File: src/rtl/lsu_pkg.sv
// Shared constants for the load/store unit: FSM encoding, bus widths, byte enables.
package lsu_pkg;

  localparam int XLEN = 32;
  localparam int BE_W = XLEN / 8;

  localparam logic [1:0] S_IDLE = 2'd0;
  localparam logic [1:0] S_REQ  = 2'd1;
  localparam logic [1:0] S_DONE = 2'd2;

  localparam logic [BE_W-1:0] BE_WORD = 4'hF;
  localparam logic [BE_W-1:0] BE_BYTE = 4'b0001;

  // Byte accesses can sit in any lane; word accesses must be 4-byte aligned.
  function automatic logic is_misaligned(input logic mem_byte, input logic [1:0] lo);
    return !mem_byte && (lo != 2'b00);
  endfunction

endpackage

File: src/rtl/lsu_lane.sv
// Combinational little-endian byte-lane steering: store enables/replication and
// zero-extended byte extraction for loads.
module lsu_lane
  import lsu_pkg::*;
(
  input  logic            st_byte,
  input  logic [1:0]      st_lo,
  input  logic [XLEN-1:0] st_data,
  input  logic            ld_byte,
  input  logic [1:0]      ld_lo,
  input  logic [XLEN-1:0] ld_data,
  output logic [BE_W-1:0] be,
  output logic [XLEN-1:0] wdata,
  output logic [XLEN-1:0] rdata
);

  logic [7:0] ld_sel;

  always_comb begin
    be    = st_byte ? (BE_BYTE << st_lo) : BE_WORD;
    wdata = st_byte ? {4{st_data[7:0]}} : st_data;
  end

  always_comb begin
    ld_sel = ld_data[7:0];
    case (ld_lo)
      2'd1:    ld_sel = ld_data[15:8];
      2'd2:    ld_sel = ld_data[23:16];
      2'd3:    ld_sel = ld_data[31:24];
      default: ld_sel = ld_data[7:0];
    endcase
    rdata = ld_byte ? {{(XLEN-8){1'b0}}, ld_sel} : ld_data;
  end

endmodule

File: src/rtl/lsu.sv
// Load/store unit: req/ack bus master that stalls the core while a transfer is open.
// Optional LSU_WBUF_EN adds a one-entry posted write buffer drained in the background.
module lsu
  import lsu_pkg::*;
#(
  parameter int TIMEOUT = 255
) (
  input  logic            clk,
  input  logic            reset,
  input  logic            MemRead,
  input  logic            MemWrite,
  input  logic            MemByte,
  input  logic [XLEN-1:0] Addr,
  input  logic [XLEN-1:0] WriteData,
  output logic [XLEN-1:0] ReadData,
  output logic            Stall,
  output logic            Misalign,
  output logic            BusErr,
  output logic            bus_req,
  output logic            bus_we,
  output logic [XLEN-1:0] bus_addr,
  output logic [BE_W-1:0] bus_be,
  output logic [XLEN-1:0] bus_wdata,
  input  logic            bus_ack,
  input  logic [XLEN-1:0] bus_rdata
);

  localparam int CNT_W = (TIMEOUT < 2) ? 1 : $clog2(TIMEOUT + 1);
  localparam logic [CNT_W-1:0] CNT_LAST = CNT_W'((TIMEOUT > 0) ? TIMEOUT - 1 : 0);

  logic [1:0]      state, state_nxt;
  logic [CNT_W-1:0] cnt;
  logic            acc, mis, tmo, post, blocked, drain_err;
  logic            req_we, req_byte;
  logic [1:0]      req_lo;
  logic [XLEN-1:0] req_addr, req_wdata;
  logic [BE_W-1:0] req_be;
  logic [BE_W-1:0] lane_be;
  logic [XLEN-1:0] lane_wdata, lane_rdata;
  logic            mis_q, err_q;
  logic [XLEN-1:0] rdata_q;

  assign acc = MemRead | MemWrite;
  assign mis = is_misaligned(MemByte, Addr[1:0]);

  lsu_lane u_lane (
    .st_byte (MemByte),
    .st_lo   (Addr[1:0]),
    .st_data (WriteData),
    .ld_byte (req_byte),
    .ld_lo   (req_lo),
    .ld_data (bus_rdata),
    .be      (lane_be),
    .wdata   (lane_wdata),
    .rdata   (lane_rdata)
  );

  // One timeout counter serves whichever transfer currently owns the bus.
  assign tmo = bus_req && !bus_ack && (TIMEOUT != 0) && (cnt == CNT_LAST);

`ifdef LSU_WBUF_EN
  logic            wb_full;
  logic [XLEN-1:0] wb_addr, wb_wdata;
  logic [BE_W-1:0] wb_be;

  // Only aligned stores are posted; misaligned ones take the blocking path to flag Misalign.
  assign post      = (state == S_IDLE) && MemWrite && !mis && !wb_full;
  assign blocked   = wb_full;
  assign drain_err = wb_full && tmo;

  assign bus_req   = wb_full || (state == S_REQ);
  assign bus_we    = wb_full ? 1'b1     : req_we;
  assign bus_addr  = wb_full ? wb_addr  : req_addr;
  assign bus_be    = wb_full ? wb_be    : req_be;
  assign bus_wdata = wb_full ? wb_wdata : req_wdata;

  always_ff @(posedge clk) begin
    if (!reset) begin
      wb_full  <= 1'b0;
      wb_addr  <= '0;
      wb_be    <= '0;
      wb_wdata <= '0;
    end else if (post) begin
      wb_full  <= 1'b1;
      wb_addr  <= {Addr[XLEN-1:2], 2'b00};
      wb_be    <= lane_be;
      wb_wdata <= lane_wdata;
    end else if (wb_full && (bus_ack || tmo)) begin
      wb_full  <= 1'b0;
    end
  end
`else
  assign post      = 1'b0;
  assign blocked   = 1'b0;
  assign drain_err = 1'b0;

  assign bus_req   = (state == S_REQ);
  assign bus_we    = req_we;
  assign bus_addr  = req_addr;
  assign bus_be    = req_be;
  assign bus_wdata = req_wdata;
`endif

  assign Stall    = acc && (state != S_DONE) && !post;
  assign Misalign = mis_q;
  assign BusErr   = err_q | drain_err;
  assign ReadData = rdata_q;

  always_comb begin
    state_nxt = state;
    case (state)
      S_IDLE:  if (acc && !blocked && !post) state_nxt = mis ? S_DONE : S_REQ;
      S_REQ:   if (bus_ack || tmo) state_nxt = S_DONE;
      default: state_nxt = S_IDLE;
    endcase
  end

  always_ff @(posedge clk) begin
    if (!reset) begin
      state     <= S_IDLE;
      cnt       <= '0;
      req_we    <= 1'b0;
      req_byte  <= 1'b0;
      req_lo    <= 2'b00;
      req_addr  <= '0;
      req_be    <= '0;
      req_wdata <= '0;
      mis_q     <= 1'b0;
      err_q     <= 1'b0;
      rdata_q   <= '0;
    end else begin
      state <= state_nxt;
      mis_q <= 1'b0;
      err_q <= 1'b0;
      if (!bus_req || bus_ack || tmo) cnt <= '0;
      else                            cnt <= cnt + 1'b1;

      // Capture the access at IDLE exit; the core holds its inputs while stalled.
      if ((state == S_IDLE) && (state_nxt != S_IDLE)) begin
        req_we    <= MemWrite;
        req_byte  <= MemByte;
        req_lo    <= Addr[1:0];
        req_addr  <= {Addr[XLEN-1:2], 2'b00};
        req_be    <= lane_be;
        req_wdata <= lane_wdata;
        if (mis) begin
          mis_q   <= 1'b1;
          rdata_q <= '0;
        end
      end

      if ((state == S_REQ) && (state_nxt == S_DONE)) begin
        err_q   <= tmo;
        rdata_q <= (bus_ack && !req_we) ? lane_rdata : '0;
      end
    end
  end

endmodule

File: config.mk
export PLATFORM = sky130hd
export DESIGN_NAME = lsu
export DESIGN_NICKNAME = d
export VERILOG_FILES = /design/src/rtl/lsu_pkg.sv /design/src/rtl/lsu_lane.sv /design/src/rtl/lsu.sv
export SDC_FILE = /design/constraint.sdc
export NUM_CORES = 1
export LEC_CHECK = 0
export BUFFER_PORTS_ARGS = -buffer_cell sky130_fd_sc_hd__buf_2
export CAP_MARGIN = 25
export CORE_UTILIZATION = 50
export CTS_CLUSTER_DIAMETER = 40
export DETAILED_ROUTE_END_ITERATION = 10
export PLACE_DENSITY = 0.84
export SYNTH_ARGS = -nofsm -noshare
export SYNTH_HDL_FRONTEND = slang
export SYNTH_SLANG_ARGS = --single-unit
File: constraint.sdc
create_clock -name clk -period 3.8 [get_ports clk]
set_clock_uncertainty 0.1 [all_clocks]
set_input_delay 0.38 -clock clk [delete_from_list [all_inputs] [get_ports clk]]
set_output_delay 0.38 -clock clk [all_outputs]
set_load 0.02 [all_outputs]
==> flow_summary.ini <==
[critical_path]
crit_buf_inv = 2
end_kind = flop
critPathMaxFanout = 17
path_cells = inv_1 > ha_1 > nand3_1 > nor3_2 > nor4bb_4 > buf_4 > a22o_1
crit_path_top_delay_cell = nor4bb_4
worstSetupPathType = flop to flop
crit_family = simple AND/OR/NAND/NOR gates
slowest_delay_ps = 770
crit_path_start_kind = flop
r2r_slack_ps = 1480
arrival_ps = 2660
worstPathRequired_ps = 4130

[final_layout]
final_common_cell = buf_2
layout-drive-gt1-share_pct = 37.1
num_antenna_cells = 0
final_area_sq_um = 6380
final_cell_mix = buf_2, dfxtp_1, nand2_1, a21boi_0, o211a_1
filler_cell_count = 642
finalNetCount = 786
area_growth_pct = 39.2

[timing]
relSlewSlack_pct = 42.3
min_period_ps = 2320
report.final.slew_viol_count = 0
rsz0062_at_grt = no
period_share_pct = 61.1
fmax_mhz = 430
worst_pin_slew_ps = 864
hold_viol = 0
fin_setup_tns_ps = 0
setup-violations-final = 0
whs_ps = 16.6

[run_status]
violations = DRC
outcome = complete, but fails checks

[grt]
grt_pass1_vias = 4164
grt_remaining_overflow = 0
grt_max_degree = 76
grt_first_pass_wirelength_um = 20400
gr-usage-all-layers_pct = 26.9
antenna_found_initial = 0

[placement]
port_buffers = 204
place_congestion = 0.884
place_hpwl_um = 8720
dpl_cell_area_sq_um = 5640

[synth]
synth_area_leaders = dfxtp_1, nand2_1, a21boi_0
synth.avg_cell_area_sq_um = 9.65
yosysTopAreaCell = dfxtp_1
synth.distinct_cells = 41
ys_seq_elements = 114
synth_cells = 475
syn_area_sq_um = 4580
synth_top_area_share_pct = 49.8
yosys_warnings = 0
ys_seq_area_share_pct = 49.8

[clock_tree]
clk_latency_ps = 500
cts-resized-gates = 0
cts_hold_repair.buffers = 11
htreeDepth = 4
numCtsBuffers = 17
cts.sinks = 114
clockRootBuffer = clkbuf_8
cts_tree = yes
post_cts_buffers = 0
clk_pin_slew_worst_paths_ps = 60
clock_path_buffers = 2

[routing]
num_vias = 4314
drcViolationCount = 34
wl_per_cell_um = 16.0
dr.pass1.iters = 8
postRouteAntennaNets = 0
drt_iter0_markers = 169
vias_per_cell = 5.37
drt-total-wl_um = 12900

[power]
pwr-share-comb_pct = 16.0
power.share.switching_pct = 27.5
p_leak_uw = 0.00320
cell_internal_pwr_uw = 2530
ir_drop_mv = 0.341
power.density_nw_per_um2 = 548
pwr-share-seq_pct = 38.5
clockPowerShare_pct = 45.6
power.switching_uw = 961

[floorplan]
core_area_sq_um = 8810
pin_count = 207
rows = 34
fp.dieW_um = 97.7
dieArea_sq_um = 9550
dieHeight_um = 97.7
start_util_pct = 52.0

[min_path]
min_path_type = input port to flop

[job]
cap_viol_max_count = 0
==> worst paths after layout <==
| check | startpoint | to | depth (start not counted) |
|---|---|---|---|
| max | cnt[0] | ReadData[16] | 7 |
| min | bus_rdata[8] | ReadData[8] | 2 |
| max reg2reg | cnt[0] | ReadData[16] | 7 |
| min reg2reg | ReadData[1] | ReadData[1] | 1 |
==> cells in the mapped netlist <==
library cell  count
dfxtp_1         114
nand2_1         114
a21boi_0         42
o211a_1          27
a22o_1           24
mux2i_1          24
nor2_1           16
buf_2            14
clkbuf_1         14
o21ai_0          10
mux2_2            8
o2bb2ai_1         8
o32ai_1           8
nand3_1           7
inv_1             4
xnor2_1           4
buf_4             3
buf_6             3
nand2b_1          3
ha_1              2
nor3_1            2
nor3_2            2
nor3b_1           2
o21a_1            2
xor2_1            2
a21oi_1           1
a22oi_1           1
and2_1            1
and3_1            1
buf_1             1
conb_1            1
inv_2             1
nand2b_4          1
nand3b_1          1
nand4_1           1
nor2b_1           1
nor4_1            1
nor4_2            1
nor4bb_1          1
o21ai_1           1
o21bai_1          1
==> per-layer routing <==
layer	GRT usage (%)	vias to the layer above	part of all wire, %
li1	-	2081	-
met1	31.6	2018	40
met2	46.8	196	51
met3	7.44	19	7.9
met4	10.3	0	1.3
met5	0	-	0
==> cell type report <==
type                            instances  area [sq um]  share of cell area (%)
Clock inverter                         13           159                    2.49
Inverter                                5          18.8                   0.294
Sequential cell                       114          2280                    35.8
Multi-Input combinational cell        322          2140                    33.6
Clock buffer                           19           442                    6.92
Tap cell                              108           135                    2.12
Timing Repair Buffer                  222          1200                    18.8
==> cells by family (layout without fill, tap and decap cells) <==
| family | after synthesis | after routing | share of synthesized area [%] |
|---|---|---|---|
| and+or+nand+nor | 155 | 155 | 14.4 |
| AOI/OAI and AO/OA | 125 | 125 | 22.4 |
| DFF | 114 | 114 | 49.8 |
| buffers and inverters | 40 | 259 | 4.40 |
| muxes | 32 | 32 | 7.21 |
| xor gates and xnor gates | 6 | 6 | 1.15 |
| adders and majority gates | 2 | 2 | 0.546 |
| other | 1 | 2 | 0.0818 |
==> power by group through the flow <==
stage / Combinational [uW] / Sequential, uW / Clock, uW
global placement: 526 / 1360 / 0
global route: 604 / 1350 / 1660
finish: 559 / 1340 / 1590
floorplan: 240 / 1460 / 0
CTS: 553 / 1340 / 1610
detailed placement: 540 / 1370 / 0
==> registers in the layout, summed over array words and instances (netlist names) <==
name / cells
Misalign: 1
req_byte: 1
bus_we: 1
state: 2
bus_be: 4
BusErr: 1
bus_addr: 30
bus_wdata: 32
cnt: 8
req_lo: 2
ReadData: 32
==> worst reg2reg max path: stages, from the launching register on <==
cell,delay (ps)
dfxtp_1,390
inv_1,60
ha_1,180
nand3_1,130
nor3_2,80
nor4bb_4,770
buf_4,360
a22o_1,200
==> metrics by stage <==
| stage | util [%] | power, uW | setup slack [ps] | std cells |
|---|---|---|---|---|
| final | 72.5 | 3490 | 1480 | 803 |
| after global routing | 72.5 | 3620 | 1290 | 803 |
| after CTS | 72.1 | 3500 | 1520 | 801 |
| after detailed placement | 64.0 | 1910 | 1290 | 758 |
| after global placement | 64.0 | 1890 | 1380 | 758 |
| after floorplan | - | 1700 | 2220 | 476 |
Power figures use the tool's default switching activity.
